`src/rtl/layer_priority_compositor_pkg.sv`:
```
// rtl/layer_priority_compositor_pkg.sv - shared constants and types for the layer compositor
package compositor_pkg;

  localparam int NUM_LAYERS_DEF = 4;
  localparam int RGB_W_DEF      = 8;

  // Layer roles on the VGA path; lower index wins
  localparam int LAYER_PLAYER = 0;
  localparam int LAYER_ENEMY  = 1;
  localparam int LAYER_SHOT   = 2;
  localparam int LAYER_HUD    = 3;

  localparam int SEL_W = $clog2(NUM_LAYERS_DEF + 1);

  typedef logic [RGB_W_DEF-1:0] rgb_t;

  localparam logic [SEL_W-1:0] BG_SEL = SEL_W'(NUM_LAYERS_DEF);

endpackage

```
`src/rtl/layer_priority_compositor_if.sv`:
```
// rtl/layer_priority_compositor_if.sv - pixel-in / pixel-out bundle of the layer compositor
interface layer_priority_compositor_if #(
  parameter int NUM_LAYERS = 4,
  parameter int RGB_W      = 8
);
  localparam int SEL_W = $clog2(NUM_LAYERS + 1);

  logic                        pix_valid;
  logic                        frame_start;
  logic [NUM_LAYERS-1:0]       layer_req;
  logic [NUM_LAYERS*RGB_W-1:0] layer_rgb;
  logic [RGB_W-1:0]            bg_rgb;
  logic [NUM_LAYERS-1:0]       layer_en_next;
  logic [RGB_W-1:0]            rgb_out;
  logic                        rgb_valid;
  logic [SEL_W-1:0]            layer_sel;
`ifdef COMPOSITOR_COLLISION_EN
  logic [NUM_LAYERS-2:0]       collision_flags;

  modport master (
    output pix_valid, frame_start, layer_req, layer_rgb, bg_rgb, layer_en_next,
    input  rgb_out, rgb_valid, layer_sel, collision_flags
  );
  modport slave (
    input  pix_valid, frame_start, layer_req, layer_rgb, bg_rgb, layer_en_next,
    output rgb_out, rgb_valid, layer_sel, collision_flags
  );
`else
  modport master (
    output pix_valid, frame_start, layer_req, layer_rgb, bg_rgb, layer_en_next,
    input  rgb_out, rgb_valid, layer_sel
  );
  modport slave (
    input  pix_valid, frame_start, layer_req, layer_rgb, bg_rgb, layer_en_next,
    output rgb_out, rgb_valid, layer_sel
  );
`endif

endinterface

```
`src/rtl/layer_priority_compositor_prio_enc.sv`:
```
// rtl/layer_priority_compositor_prio_enc.sv - lowest-index-wins priority encoder
module layer_prio_enc #(
  parameter int N = 4,
  parameter int W = $clog2(N + 1)
) (
  input  logic [N-1:0] req,
  output logic [W-1:0] idx,
  output logic         found
);

  // Scan high to low so the lowest set index is the last one written
  always_comb begin
    idx   = W'(N);
    found = 1'b0;
    for (int k = N - 1; k >= 0; k--) begin
      if (req[k]) begin
        idx   = W'(k);
        found = 1'b1;
      end
    end
  end

endmodule

```
`src/rtl/layer_priority_compositor.sv`:
```
// rtl/layer_priority_compositor.sv - 2-stage N-layer priority compositor; COMPOSITOR_COLLISION_EN adds layer-0 collision flags
module layer_priority_compositor
  import compositor_pkg::*;
#(
  parameter int               NUM_LAYERS = NUM_LAYERS_DEF,
  parameter int               RGB_W      = RGB_W_DEF,
  parameter bit               KEY_EN     = 1'b1,
  parameter logic [RGB_W-1:0] KEY_RGB    = {RGB_W{1'b1}}
) (
  input  logic                          clk,
  input  logic                          reset,
  layer_priority_compositor_if.slave    bus
);

  localparam int SW = $clog2(NUM_LAYERS + 1);
  localparam logic [SW-1:0] BG_IDX = SW'(NUM_LAYERS);

  logic [NUM_LAYERS-1:0] en_shadow;
  logic [NUM_LAYERS-1:0] mask_now;
  logic [NUM_LAYERS-1:0] eff_req;
  logic [SW-1:0]         win_idx;
  logic                  win_found;
  logic [RGB_W-1:0]      win_rgb;

  logic                  s1_valid;
  logic [SW-1:0]         s1_sel;
  logic [RGB_W-1:0]      s1_rgb;

  logic [RGB_W-1:0]      rgb_q;
  logic                  valid_q;
  logic [SW-1:0]         sel_q;

  // A frame_start pixel already sees the incoming mask
  always_comb begin
    mask_now = bus.frame_start ? bus.layer_en_next : en_shadow;
  end

  always_comb begin
    eff_req = '0;
    for (int k = 0; k < NUM_LAYERS; k++) begin
      eff_req[k] = bus.layer_req[k] & mask_now[k] &
                   ~(KEY_EN && (bus.layer_rgb[k*RGB_W +: RGB_W] == KEY_RGB));
    end
  end

  layer_prio_enc #(.N(NUM_LAYERS), .W(SW)) u_enc (
    .req   (eff_req),
    .idx   (win_idx),
    .found (win_found)
  );

  always_comb begin
    win_rgb = bus.bg_rgb;
    for (int k = 0; k < NUM_LAYERS; k++) begin
      if (win_found && (int'(win_idx) == k)) begin
        win_rgb = bus.layer_rgb[k*RGB_W +: RGB_W];
      end
    end
  end

  always_ff @(posedge clk or posedge reset) begin
    if (reset) begin
      en_shadow <= '1;
    end else if (bus.frame_start) begin
      en_shadow <= bus.layer_en_next;
    end
  end

  always_ff @(posedge clk or posedge reset) begin
    if (reset) begin
      s1_valid <= 1'b0;
      s1_sel   <= BG_IDX;
      s1_rgb   <= '0;
    end else begin
      s1_valid <= bus.pix_valid;
      if (bus.pix_valid) begin
        s1_sel <= win_idx;
        s1_rgb <= win_rgb;
      end
    end
  end

  // Output data holds across gaps so the VGA register keeps the last pixel
  always_ff @(posedge clk or posedge reset) begin
    if (reset) begin
      valid_q <= 1'b0;
      sel_q   <= BG_IDX;
      rgb_q   <= '0;
    end else begin
      valid_q <= s1_valid;
      if (s1_valid) begin
        sel_q <= s1_sel;
        rgb_q <= s1_rgb;
      end
    end
  end

  assign bus.rgb_out   = rgb_q;
  assign bus.rgb_valid = valid_q;
  assign bus.layer_sel = sel_q;

`ifdef COMPOSITOR_COLLISION_EN
  logic [NUM_LAYERS-2:0] hits;
  logic [NUM_LAYERS-2:0] sticky;
  logic [NUM_LAYERS-2:0] flags_q;

  always_comb begin
    hits = '0;
    for (int k = 1; k < NUM_LAYERS; k++) begin
      hits[k-1] = bus.pix_valid & eff_req[0] & eff_req[k];
    end
  end

  // Flags publish the previous frame's hits and stay frozen for a whole frame
  always_ff @(posedge clk or posedge reset) begin
    if (reset) begin
      sticky  <= '0;
      flags_q <= '0;
    end else if (bus.frame_start) begin
      flags_q <= sticky;
      sticky  <= hits;
    end else begin
      sticky  <= sticky | hits;
    end
  end

  assign bus.collision_flags = flags_q;
`endif

endmodule

```
`src/flat_wrapper.sv`:
```
// flat-port wrapper written by rule: the top's interface ports become plain ports
module layer_priority_compositor_flat import compositor_pkg::*;
#(
  parameter int               NUM_LAYERS = NUM_LAYERS_DEF,
  parameter int               RGB_W      = RGB_W_DEF,
  parameter bit               KEY_EN     = 1'b1,
  parameter logic [RGB_W-1:0] KEY_RGB    = {RGB_W{1'b1}}
)
  (clk, reset, bus_pix_valid, bus_frame_start, bus_layer_req, bus_layer_rgb, bus_bg_rgb, bus_layer_en_next, bus_rgb_out, bus_rgb_valid, bus_layer_sel);
  layer_priority_compositor_if #(.NUM_LAYERS(NUM_LAYERS), .RGB_W(RGB_W)) bus_i ();
  input  logic clk;
  input  logic reset;
  input wire logic [$bits(bus_i.pix_valid)-1:0] bus_pix_valid;
  input wire logic [$bits(bus_i.frame_start)-1:0] bus_frame_start;
  input wire logic [$bits(bus_i.layer_req)-1:0] bus_layer_req;
  input wire logic [$bits(bus_i.layer_rgb)-1:0] bus_layer_rgb;
  input wire logic [$bits(bus_i.bg_rgb)-1:0] bus_bg_rgb;
  input wire logic [$bits(bus_i.layer_en_next)-1:0] bus_layer_en_next;
  output wire logic [$bits(bus_i.rgb_out)-1:0] bus_rgb_out;
  output wire logic [$bits(bus_i.rgb_valid)-1:0] bus_rgb_valid;
  output wire logic [$bits(bus_i.layer_sel)-1:0] bus_layer_sel;
  assign bus_i.pix_valid = bus_pix_valid;
  assign bus_i.frame_start = bus_frame_start;
  assign bus_i.layer_req = bus_layer_req;
  assign bus_i.layer_rgb = bus_layer_rgb;
  assign bus_i.bg_rgb = bus_bg_rgb;
  assign bus_i.layer_en_next = bus_layer_en_next;
  assign bus_rgb_out = bus_i.rgb_out;
  assign bus_rgb_valid = bus_i.rgb_valid;
  assign bus_layer_sel = bus_i.layer_sel;
  layer_priority_compositor #(.NUM_LAYERS(NUM_LAYERS), .RGB_W(RGB_W), .KEY_EN(KEY_EN), .KEY_RGB(KEY_RGB)) u_core (.clk(clk), .reset(reset), .bus(bus_i));
endmodule
```
`config.mk`:
```
export PLATFORM = sky130hd
export DESIGN_NAME = layer_priority_compositor_flat
export DESIGN_NICKNAME = d
export VERILOG_FILES = /design/src/rtl/layer_priority_compositor_pkg.sv /design/src/rtl/layer_priority_compositor_if.sv /design/src/rtl/layer_priority_compositor_prio_enc.sv /design/src/rtl/layer_priority_compositor.sv /design/src/flat_wrapper.sv
export SDC_FILE = /design/constraint.sdc
export NUM_CORES = 1
export LEC_CHECK = 0
export CORE_ASPECT_RATIO = 0.6
export CORE_MARGIN = 4
export CORE_UTILIZATION = 30
export CTS_CLUSTER_SIZE = 25
export DETAILED_ROUTE_END_ITERATION = 6
export PLACE_DENSITY = 0.59
export SLEW_MARGIN = 15
export SYNTH_ARGS = -nofsm -noshare
export SYNTH_HDL_FRONTEND = slang
export SYNTH_HIERARCHICAL = 1
export SYNTH_SLANG_ARGS = --single-unit
```
`constraint.sdc`:
```
create_clock -name clk -period 3.7 [get_ports clk]
set_input_delay 1.11 -clock clk [delete_from_list [all_inputs] [get_ports clk]]
set_output_delay 1.11 -clock clk [all_outputs]
set_load 0.05 [all_outputs]
```
==> run summary, run 1 <==
The height of the die is 62.00 um. The clock latency at the later pin of the worst-skew pair is 0.27 ns. The first routing iteration left 49 violations.

The count of buffers from port buffering came out at 63. The sequential-to-total area share from yosys stat is 0.4858. Entering global routing, the biggest net connects 26 pins.

The mapped netlist covers 1458 um^2. The count of placed standard cells including taps is 260. The slew at the pin with the worst max-slew slack came out at 0.9654 ns. The final standard cell count with taps included and fillers excluded is 264.

The post-synthesis register bit count is 28. Dividing the detail-routed via count by the number of cells gives 5.280. Based on the critical path, the design can be clocked at up to 280.2 MHz.

The horizontal die dimension came out at 97.99 um. The total leakage power came out at 0.8655 nW. Clock tree synthesis inserted a total of 3 buffers. The I/O pin count came out at 64.

The post-DP HPWL came out at 3.722 mm. The number of cells on the worst reg-to-reg path is 8. The number of global-route vias before repair is 1,446.

The number of design rule violations left after detail routing is 0. For this design, the CTS-stage hold fixing added 0 buffers. The number of standard cells after synthesis came out at 136.

The setup clock skew after layout came out at 0.003984 ns. The data arrival time of the worst path came out at 3.76 ns. The time the final worst path needs with I/O delays and setup is 3.569 ns. The clock-pin slew on the worst setup and hold paths came out at 0.09 ns. Prior to clock tree synthesis, the placed netlist has a worst setup slack of -0.1005 ns. Setup violations remaining at the end of the flow were counted as 0.

The fraction of the cycle the final worst path needs came out at 0.9645. Setup repair after global routing left no endpoint under its margin. The total via count in the routed design came out at 1,394. The congestion estimate from routability-driven global placement came to 0.9075. The cell area after placement came out at 2172 um^2.

The first global-routing pass estimated 7.100 mm of wire. STA classifies the critical path endpoint as a register. The startpoint identified for the worst hold timing path is u_core/s1_sel[0]. The aggregate global-route resource usage is 0.1522. The first-pass detailed-route iteration total is 4. The number of core rows is 19.

The synthesized netlist contains 24 unique library cells. The slack of the worst reg-to-reg path is 1.15 ns. The synthesized area per cell came out at 10.72 um^2. The area growth from synthesis to layout came out at 52.79%. The number of post-CTS setup repair buffers is 0. For this run, the post-layout net count is 254.

In this run the critical register-to-register path is captured at u_core/s1_rgb[4]. The post-detailed-route count of antenna-violating nets is 0. The largest individual stage delay along the critical path comes from the cell nor3_1.

The path class of the tightest hold or removal check is register to register. CTS built an H-tree with a depth of 1. The kind of cell with the highest combined delay along the critical path is simple AND/OR/NAND/NOR gates.

The clock sink count is 28. The endpoint of the worst hold-timing path is u_core/s1_sel[0]. The initial core utilization came out at 0.3144. The maximum fanout count along the critical path came out at 8. The worst register-to-register path begins at u_core/en_shadow[2]. The final hold violation count is 0. The number of gates given a new drive strength after cts came out at 0.

The power per cell area is 453.0 nW/um^2. The maximum buffer depth of the clock tree came out at 2. The remaining global-route overflow is 0. The critical path is of the input pin to register type.

The total of max-cap violations is 0. The number of antenna violations at the first check in global routing is 0. The share of layout cells above drive strength 1 is 0.1791. The number of pins exceeding their max-slew limit in the final report is 0. Counting instances, the worst hold path has a depth of 1. The critical path goes through clkdlybuf4s50_1 -> mux2_2 -> o211a_1 -> nor3_1 -> nand2b_1 -> o21ai_0 -> a221o_1 -> a31oi_1.

The diode insertion count for antenna repair is 0. The total routed wirelength is 4.611 mm. Dividing the detail-routed wire length by the instance count gives 17.47 um. The type of element launching the critical path is an input pin. The number of buffer and inverter instances along the worst setup path is 1. Setup total negative slack on the finished layout was measured at 0 ns. The run finished with clean final reports.

Across all setup checks in the final design, the least slack found is 0.1312 ns. For this run, the slowest stage of the critical path takes 0.56 ns. The root cell of the clock tree is clkbuf_8. The net count after synthesis came out at 188. The die outline area came out at 6075 um^2.

The CTS tree is yes. The max-slew headroom at the worst pin is 0.3557. The worst-case IR drop observed on VDD is 0.0002244 V.

The post-layout instance area is 2227 um^2. The area of the core region is 4636 um^2. The critical path required time came out at 3.89 ns. The warning count from the yosys run came out at 6.
[synthesized netlist by cell type, drive strengths merged]
master,count,area (um^2)
o21ai,16,80.08
nand3,1,5.000
a221o,8,80.08
and3b,1,8.760
dfstp,6,157.7
nor2,17,63.81
nor4,1,12.51
clkbuf,4,15.01
o211a,4,40.04
dfrtp,22,550.5
a21oi,1,5.000
a31oi,8,50.05
nor3b,1,18.77
buf,4,25.02
nand2b,2,12.51
nor3,1,5.000
inv,3,11.26
nor2b,1,6.260
nand4,8,50.05
o22ai,8,50.05
mux2,18,202.7
or2b,1,7.510
[cells in the final DEF, fill, tap and decap left out]
master            n
dfstp_2           6
nand3_1           1
nor2_1           17
and3b_1           1
mux2_2           18
a221o_1           8
a31oi_1           8
inv_1             3
o211a_1           4
or2b_1            1
nor3b_4           1
buf_4             6
clkdlybuf4s50_1  63
dfrtp_1          22
nor3_1            1
o22ai_1           8
nor4_2            1
a21oi_1           1
nor2b_1           1
clkbuf_8          4
o21ai_0          16
nand2b_1          2
nand4_1           8
[worst reg2reg max path, stage by stage, from the launching register on]
cell and delay (ns):
dfstp_2 0.53, mux2_2 0.17, o211a_1 0.20, nor2_1 0.07, nor3_1 0.51, nand2b_1 0.33
o21ai_0 0.16, a221o_1 0.34, a31oi_1 0.18
[worst max path at each step]
stage	startpoint	end	slack, ns	cells after the start
floorplan	bus_frame_start	u_core/s1_rgb[0]	0.67	8
global placement	bus_frame_start	u_core/s1_rgb[5]	0.06	8
detailed placement	bus_frame_start	u_core/s1_rgb[4]	-0.10	8
CTS	bus_frame_start	u_core/s1_rgb[4]	0.15	8
global route	bus_frame_start	u_core/s1_rgb[4]	0.04	8
finish	bus_frame_start	u_core/s1_rgb[4]	0.13	8
[through the flow]
step / power, mW / hold WS [ns] / utilization
after global placement: 0.8148 / 0.4852 / 0.4686
final: 1.009 / 0.5130 / 0.4804
after floorplan: 0.6567 / 0.3802 / -
after detailed placement: 0.8267 / 0.4929 / 0.4686
after global routing: 1.057 / 0.5336 / 0.4804
after CTS: 1.014 / 0.5139 / 0.4804
[kinds of logic (layout without fill, tap and decap cells)]
family	after synthesis	in the layout	synth area share
buffers and inverters	11	76	0.03519
flip-flops	28	28	0.4858
multiplexers	18	18	0.1391
AND/OR/NAND/NOR	34	34	0.1305
AO/OA/AOI/OAI	45	45	0.2094
[registers in the layout (all words and copies together), names as in the netlist]
signal / flops
u_core/bus.layer_sel: 3
u_core/bus.rgb_out: 8
u_core/bus.rgb_valid: 1
u_core/en_shadow: 4
u_core/s1_rgb: 8
u_core/s1_sel: 3
u_core/s1_valid: 1
[area by class of cell]
| type | instances | area, um^2 |
|---|---|---|
| tap | 63 | 78.83 |
| sequential | 28 | 708.2 |
| timing repair buffer | 69 | 675.6 |
| multi-input combinational | 97 | 698.2 |
| inverter | 3 | 11.26 |
| clock buffer | 4 | 55.05 |
| fill | 434 | 2409 |
[where the power goes]
group	leakage, nW	switching [mW]	internal (mW)
combinational	0.523	0.229	0.185
clock	0.0288	0.0910	0.0951
sequential	0.313	0.0366	0.372
[metal layers]
| layer | global-route usage | up-vias | wire length [um] |
|---|---|---|---|
| met1 | 0.1873 | 675 | 2059 |
| met2 | 0.2689 | 54 | 2176 |
| li1 | - | 659 | - |
| met4 | 0.04339 | 0 | 68 |
| met3 | 0.04459 | 6 | 307 |
| met5 | 0 | - | 0 |
Power figures use the tool's default switching activity.
==> run 2, diff against run 1 <==
--- a/config.mk
+++ b/config.mk
@@ -6,4 +6,5 @@
 export NUM_CORES = 1
 export LEC_CHECK = 0
+export CAP_MARGIN = 10
 export CORE_ASPECT_RATIO = 0.6
 export CORE_MARGIN = 4
@@ -11,4 +12,5 @@
 export CTS_CLUSTER_SIZE = 25
 export DETAILED_ROUTE_END_ITERATION = 6
+export GPL_TIMING_DRIVEN = 0
 export PLACE_DENSITY = 0.59
 export SLEW_MARGIN = 15
==> constraint.sdc (replaced) <==
create_clock -name clk -period 3.7 [get_ports clk]
set_input_delay 0.925 -clock clk [delete_from_list [all_inputs] [get_ports clk]]
set_output_delay 0.925 -clock clk [all_outputs]
set_load 0.05 [all_outputs]
==> run 2 against run 1 <==
Clock-buffer cell count unchanged. Setup slack better by 0.051 ns. Total power decreased by 2.3%. Critical path type unchanged. Clock power shrank 11%. Core utilization down 0.32 points.
==> run summary, run 2 (same netlist as run 1, synthesis figures left out) <==
The via density per instance is 5.233. The clock latency at the later pin of the worst-skew pair is 0.27 ns. The tree is rooted in a clkbuf_8. The time the final worst path needs with I/O delays and setup came out at 3.518 ns. The combinational power share came out at 0.423. Grouping stages by cell kind, the critical path spends the most delay in buffers and inverters. The number of pins exceeding their max-slew limit in the final report is 0.

The count of buffers from port buffering came out at 63. After floorplanning, the core was sized to cover 4636 um^2. Setup repair after global routing left no endpoint under its margin.

The flow ran to the end, and the final reports show no timing, DRC or antenna violations. TritonCTS built the clock tree. By startpoint and endpoint, the worst setup path is classified as input pin to register. In this run the static leakage power is 0.8475 nW. The first routing iteration left 60 violations. The data arrival time of the worst path is 3.71 ns. The global-route wire length before repair came out at 7.031 mm. The maximum fanout count along the critical path is 8.

The final hold violation count is 0. The total of max-cap violations is 0. Leaving out fill and tap cells, the most frequent cell in the layout is clkdlybuf4s50_1. The die outline area is 6075 um^2. The final weighted congestion in routability-driven placement is 0.9017. The worst-case IR drop observed on VDD is 0.0003302 V. Measured against its own limit, the worst slew margin works out to 0.3285. The hold buffer count at CTS came out at 0.

In the finished design, the share of the clock period the worst path needs comes to 0.9508. The total routed wirelength is 4.477 mm. The worst slack after detailed placement is -0.07934 ns. The average detailed-routed wire length per instance came out at 16.83 um. The share of total power dissipated in sequential elements is 0.410. The net switching power of the design came out at 0.3514 mW. The number of post-CTS setup repair buffers is 0.

The initial core utilization is 0.3144. The worst path meets setup with 0.1822 ns of slack. The total power consumption of the routed design is 0.9852 mW. The height of the die is 62.00 um.

Before antenna repair, the detailed router went through 4 iterations. Data on the critical path is required at its endpoint by 3.89 ns. The maximum number of pins on one net before global-route repair came out at 29. Of the cells placed in the final design, the portion with a size suffix greater than 1 is 0.1576. The number of global-route vias before repair came out at 1,417. The clock sink count came out at 28. After clock tree synthesis, the repair step resized 0 gates. Clock-pin slew was measured on the worst setup and hold paths at 0.09 ns.

For this run, the total global-route usage over all layers was measured as 0.1508. The area growth from synthesis to layout is 51.76%. The tightest min-delay check is of the register to register type.

The delay contributed by the slowest stage of the critical path is 0.58 ns. The switching power as a share of total power came out at 0.3567. The maximum buffer depth of the clock tree came out at 2. The total number of H-tree levels came out at 1. The number of buffer and inverter instances along the worst setup path is 3. The slowest cell on the critical path is nor4_2.

The slew at the pin with the worst max-slew slack is 1.001 ns. The power per cell area is 445.4 nW/um^2. Once detailed placement completed, the half-perimeter wirelength came to 3.558 mm. The total overflow left after global routing is 0.

The clock arrives with 0.006671 ns of skew. The I/O pin count is 64. The diode insertion count for antenna repair is 0.

The final setup violation count came out at 0. The total via count in the routed design is 1,392. The post-detailed-route count of antenna-violating nets is 0. In the layout the commonest cells are clkdlybuf4s50_1, dfrtp_1, mux2_2.

The signal on the critical path passes through clkdlybuf4s50_1 -> mux2_2 -> o211a_1 -> nor4_2 -> inv_1 -> nor2b_1 -> buf_1 -> a221o_1 -> a31oi_1. The kind of end point of the critical path is a register. The cell area after placement is 2167 um^2.

Measured along the x axis, the die boundary spans 97.99 um. The peak clock frequency supported by timing is 284.3 MHz. The number of antenna violations at the first check in global routing is 0.

The type of element launching the critical path is an input pin. The internal power came out at 0.6337 mW. The number of core rows is 19.

After detailed routing, the number of remaining DRC violations is 0. The total CTS buffers came out at 3. The share of power burned in the clock network came out at 0.167. The finished cells cover 2212 um^2. The post-layout net count came out at 256.
[run 2: metal layers]
metal	vias to the layer above	track usage	routed length, um
met1	665	0.1945	2076
met5	-	0	0
met2	54	0.2563	2059
li1	665	-	-
met3	8	0.04459	274
met4	0	0.03748	66
[run 2: final timing paths]
check	from	end	slack, ns	cells past startpoint
max in group asynchronous	reset	u_core/bus.rgb_valid	2.17	2
setup / recovery	bus_frame_start	u_core/s1_rgb[4]	0.18	9
hold reg to reg	u_core/s1_valid	u_core/bus.rgb_valid	0.42	0
setup reg to reg	u_core/en_shadow[2]	u_core/s1_rgb[3]	1.13	9
min in group asynchronous	reset	u_core/bus.rgb_out[2]	1.08	2
hold / removal	u_core/s1_valid	u_core/bus.rgb_valid	0.42	0
[run 2: power by group through the flow]
stage	Combinational, mW	Sequential, mW	Clock (mW)
after global routing	0.442	0.412	0.185
after CTS	0.417	0.404	0.172
after detailed placement	0.414	0.410	0
after floorplan	0.147	0.510	0
after global placement	0.409	0.407	0
final	0.416	0.404	0.165
[run 2: through the flow]
step	util	setup TNS, ns	hold WS (ns)	std cells
CTS	0.4772	0	0.4183	266
finish	0.4772	0	0.4229	266
floorplan	-	0	0.3802	136
global route	0.4772	0	0.4502	266
global placement	0.4675	0	0.3961	262
detailed placement	0.4675	-0.4759	0.3985	262
[run 2: worst register-to-register path, cell delays in order (launching register included)]
cell and delay, ns:
dfstp_2 0.52, mux2_2 0.18, o211a_1 0.19, nor2_1 0.05, nor3_1 0.47, and3b_1 0.23
buf_2 0.18, nand3_1 0.29, o22ai_1 0.26, a31oi_1 0.08
[run 2: layout make-up]
class	instances	area (um^2)
tap	63	78.83
fill	415	2424
inverter	3	11.26
multi-input combinational	97	698.2
timing repair buffer	63	630.6
clock buffer	4	45.04
sequential	28	708.2
buffer	8	40.04
==> run 3, diff against run 2 <==
Settings changed: ABC_AREA set to 1, PLACE_DENSITY 0.59 to 0.56.
==> run 3 against run 2 <==
Sequential power down 1%. Design area is 11% higher. Routed wire length increased by 4.0%. Total power rose by 4.5%. Sequential share of layout area decreased by 3.3 points. Global-route usage down 1.4 points. Critical endpoint is now u_core/s1_rgb[7].
==> run summary, run 3 <==
The via density per instance is 4.615. The maximum fanout count along the critical path is 10. The sequential-to-total area share from yosys stat came out at 0.4183. The class of the most critical setup path is input pin to register. The setup clock skew after layout is 0.003621 ns. In the global route stage, overall resource usage came out at 0.1367. The simple-gate portion of the synthesized area is 0.3038. The count of fill cells added during filler insertion came out at 543. The synthesized-area fraction occupied by ao, oa, aoi and oai cells is 0.08278. Global routing finished with a remaining overflow of 0. The slew at the pin with the worst max-slew slack came out at 1.016 ns. The post-layout instance area is 2466 um^2. Compared with the post-synthesis result, the final layout area differs by 45.68%. The initial core utilization came out at 0.3221.

After clock tree synthesis, the setup repair step added 0 buffers. The endpoint of the most critical register-to-register path is u_core/s1_rgb[5]. In the finished design, the share of the clock period the worst path needs comes to 0.8627. The number of gates given a new drive strength after cts came out at 0. The count of routing violations after the opening detailed-route iteration came out at 58. The time the final worst path needs with I/O delays and setup came out at 3.192 ns.

By count the netlist is led by nand2_1, inv_1, dfrtp_1. Dividing total power by cell area gives a power density of 417.3 nW/um^2. After synthesis, the share of flip-flops with an asynchronous set or reset is 1.000. The clock sink count came out at 28. The synthesized netlist occupies a cell area of 1693 um^2. The global-route wire length before repair came out at 7.610 mm. Of the total synthesized cell area, the portion taken by XOR and XNOR cells is 0. The startpoint of the most critical hold path is u_core/s1_valid. The clock passes through at most 2 buffers. In the final routed layout, each cell accounts on average for 13.38 um. Clock-pin slew was measured on the worst setup and hold paths at 0.09 ns. The post-layout net count is 335. The diode insertion count for antenna repair is 0. The count of buffers from port buffering is 63. The height of the die is 66.19 um.

The library cell occupying the most area in the post-synthesis netlist is dfrtp_1. The number of design rule violations left after detail routing came out at 0. In this run the standard cell core region covers 5255 um^2. Setup violations remaining at the end of the flow were counted as 0. The horizontal die dimension came out at 105.0 um.

In the layout the commonest cells are clkdlybuf4s50_1, nand2_1, inv_1. The root cell of the clock tree is clkbuf_8. By area, the combinational part of the netlist is dominated by simple AND/OR/NAND/NOR gates.

The run finished with clean final reports. The total of max-cap violations is 0. The worst setup slack after layout is 0.5081 ns. The synthesized design contains 28 register bits. The die outline area is 6948 um^2.

The path type of the worst min-delay path is register to register. Of the post-synthesis cell area, the dominant cell type holds 0.3252. The total power consumption of the routed design is 1.029 mW. The share of layout cells above drive strength 1 came out at 0.1454. The hold buffer count at CTS came out at 0. The number of pins exceeding their max-slew limit in the final report is 0. In this run the count of I/O pins placed on the die edge is 64. The kind of end point of the critical path is a register. For hold timing, the worst endpoint is u_core/bus.rgb_valid. STA classifies the critical path startpoint as an input pin. In the final layout, flip-flops and latches occupy 708.2 um^2. The worst hold path was traced through 0 stages.

The number of core rows is 20. Setup repair after global routing left no endpoint under its margin. During synthesis, Yosys emitted a total of 6 warnings. Of the total synthesized cell area, the portion taken by full adders, half adders and majority gates is 0. The total leakage power is 1.201 nW. Synthesis handed over a netlist of 215 instances. The slack of the worst reg-to-reg path is 1.30 ns. The clock latency at the later pin of the worst-skew pair came out at 0.27 ns. Detailed placement finished with a half-perimeter wire length of 3.873 mm.

The peak clock frequency supported by timing came out at 313.3 MHz. TritonCTS built the clock tree. In this run the number of H-tree levels came out at 1. The mux cell area share after synthesis came out at 0.08647. The cell area after placement is 2406 um^2.

The data arrival time of the worst path is 3.36 ns. The total via count in the routed design is 1,606. The number of antenna violations at the first check in global routing came out at 0. In the post-synthesis netlist, the biggest area contributors are dfrtp_1, nand2_1, dfstp_2. The final sum of negative setup slack came out at 0 ns. The critical path required time came out at 3.87 ns. The post-detailed-route count of antenna-violating nets came out at 0. The multi-input logic area is 805.8 um^2. The post-synthesis cell type count is 27. The most instantiated flip-flop cell in the synthesis netlist is dfrtp_1. The library cell with the highest instance count after synthesis is nand2_1. Counting the buffers created by CTS gives 3. The net count after synthesis came out at 267.

The first-pass detailed-route iteration total is 4. The number of cells on the worst reg-to-reg path came out at 13. The final core area utilization is 0.4693. At the end of routability-driven placement, the weighted congestion stood at 0.9039. The worst pin sits at a relative slew slack of 0.3221. The number of enable-type register cells in the synthesized netlist came out at 0. Entering global routing, the biggest net connects 29 pins. The final hold violation count came out at 0. The total routed wirelength came out at 4.657 mm.

The worst slack after detailed placement came out at -0.1344 ns. The startpoint of the most critical register-to-register path is u_core/en_shadow[1]. Across the VDD grid, the largest voltage drop is 0.0002330 V. The number of global-route vias before repair is 1,547. A synthesized cell averages 7.874 um^2.
==> run 3: changes by cell type in the layout (fill, tap and decap cells not counted), sizes merged, moves of 4 or more <==
cell   previous run  this run
nand3             1        18
o21ai            16         3
a31oi             8         0
o22ai             8         0
nand2             0        65
inv               2        35
a221o             8         0
nand4             8        12
nor2             17         7
a21oi             1        21
mux2             18        13
==> run 3: power breakdown <==
part | internal, mW | switching (mW)
clock | 0.0951 | 0.0895
combinational | 0.181 | 0.264
sequential | 0.370 | 0.0292
==> run 3: how the worst max path moves through the flow <==
stage / start / end / slack, ns / cells past startpoint
6_report: bus_layer_rgb[13] / u_core/s1_rgb[7] / 0.51 / 12
5_1_grt: bus_layer_rgb[8] / u_core/s1_rgb[7] / 0.29 / 12
4_1_cts: bus_layer_rgb[13] / u_core/s1_rgb[7] / 0.14 / 12
3_5_place_dp: bus_layer_rgb[13] / u_core/s1_rgb[7] / -0.13 / 12
3_3_place_gp: bus_layer_rgb[13] / u_core/s1_rgb[5] / -0.19 / 12
2_1_floorplan: bus_frame_start / u_core/s1_rgb[0] / 0.87 / 9
==> run 3: area by class of cell <==
| cell class | count | area share |
|---|---|---|
| Buffer | 6 | 0.02029 |
| Tap cell | 66 | 0.03349 |
| Sequential cell | 28 | 0.2872 |
| Inverter | 35 | 0.05429 |
| Multi-Input combinational cell | 146 | 0.3267 |
| Clock buffer | 4 | 0.02232 |
| Timing Repair Buffer | 63 | 0.2557 |
==> run 3: kinds of logic after synthesis <==
group,after synthesis
muxes,13
AOI/OAI and AO/OA,26
and+or+nand+nor,107
DFF,28
buffers and inverters,41
==> run 3: layer usage <==
layer,GRT usage,vias up,routed length (um)
li1,-,836,-
met1,0.2134,714,2597
met2,0.1885,56,1769
met3,0.04098,0,289
met4,0.009820,0,0
met5,0,-,0
==> run 3: critical path, stage by stage <==
cell and delay, ns:
clkdlybuf4s50_1 0.45, inv_1 0.05, nor4_1 0.42, a21oi_1 0.21, nor3_2 0.55, inv_4 0.18
nand3_2 0.22, nand3_1 0.12, nand2_1 0.08, nand2_1 0.05, nand2_1 0.06, nand2_1 0.05
==> run 3: per-stage QoR <==
stage	std cells	hold slack, ns
global route	348	0.5047
finish	348	0.4797
CTS	348	0.4895
detailed placement	344	0.4667
floorplan	215	0.4305
global placement	344	0.4647
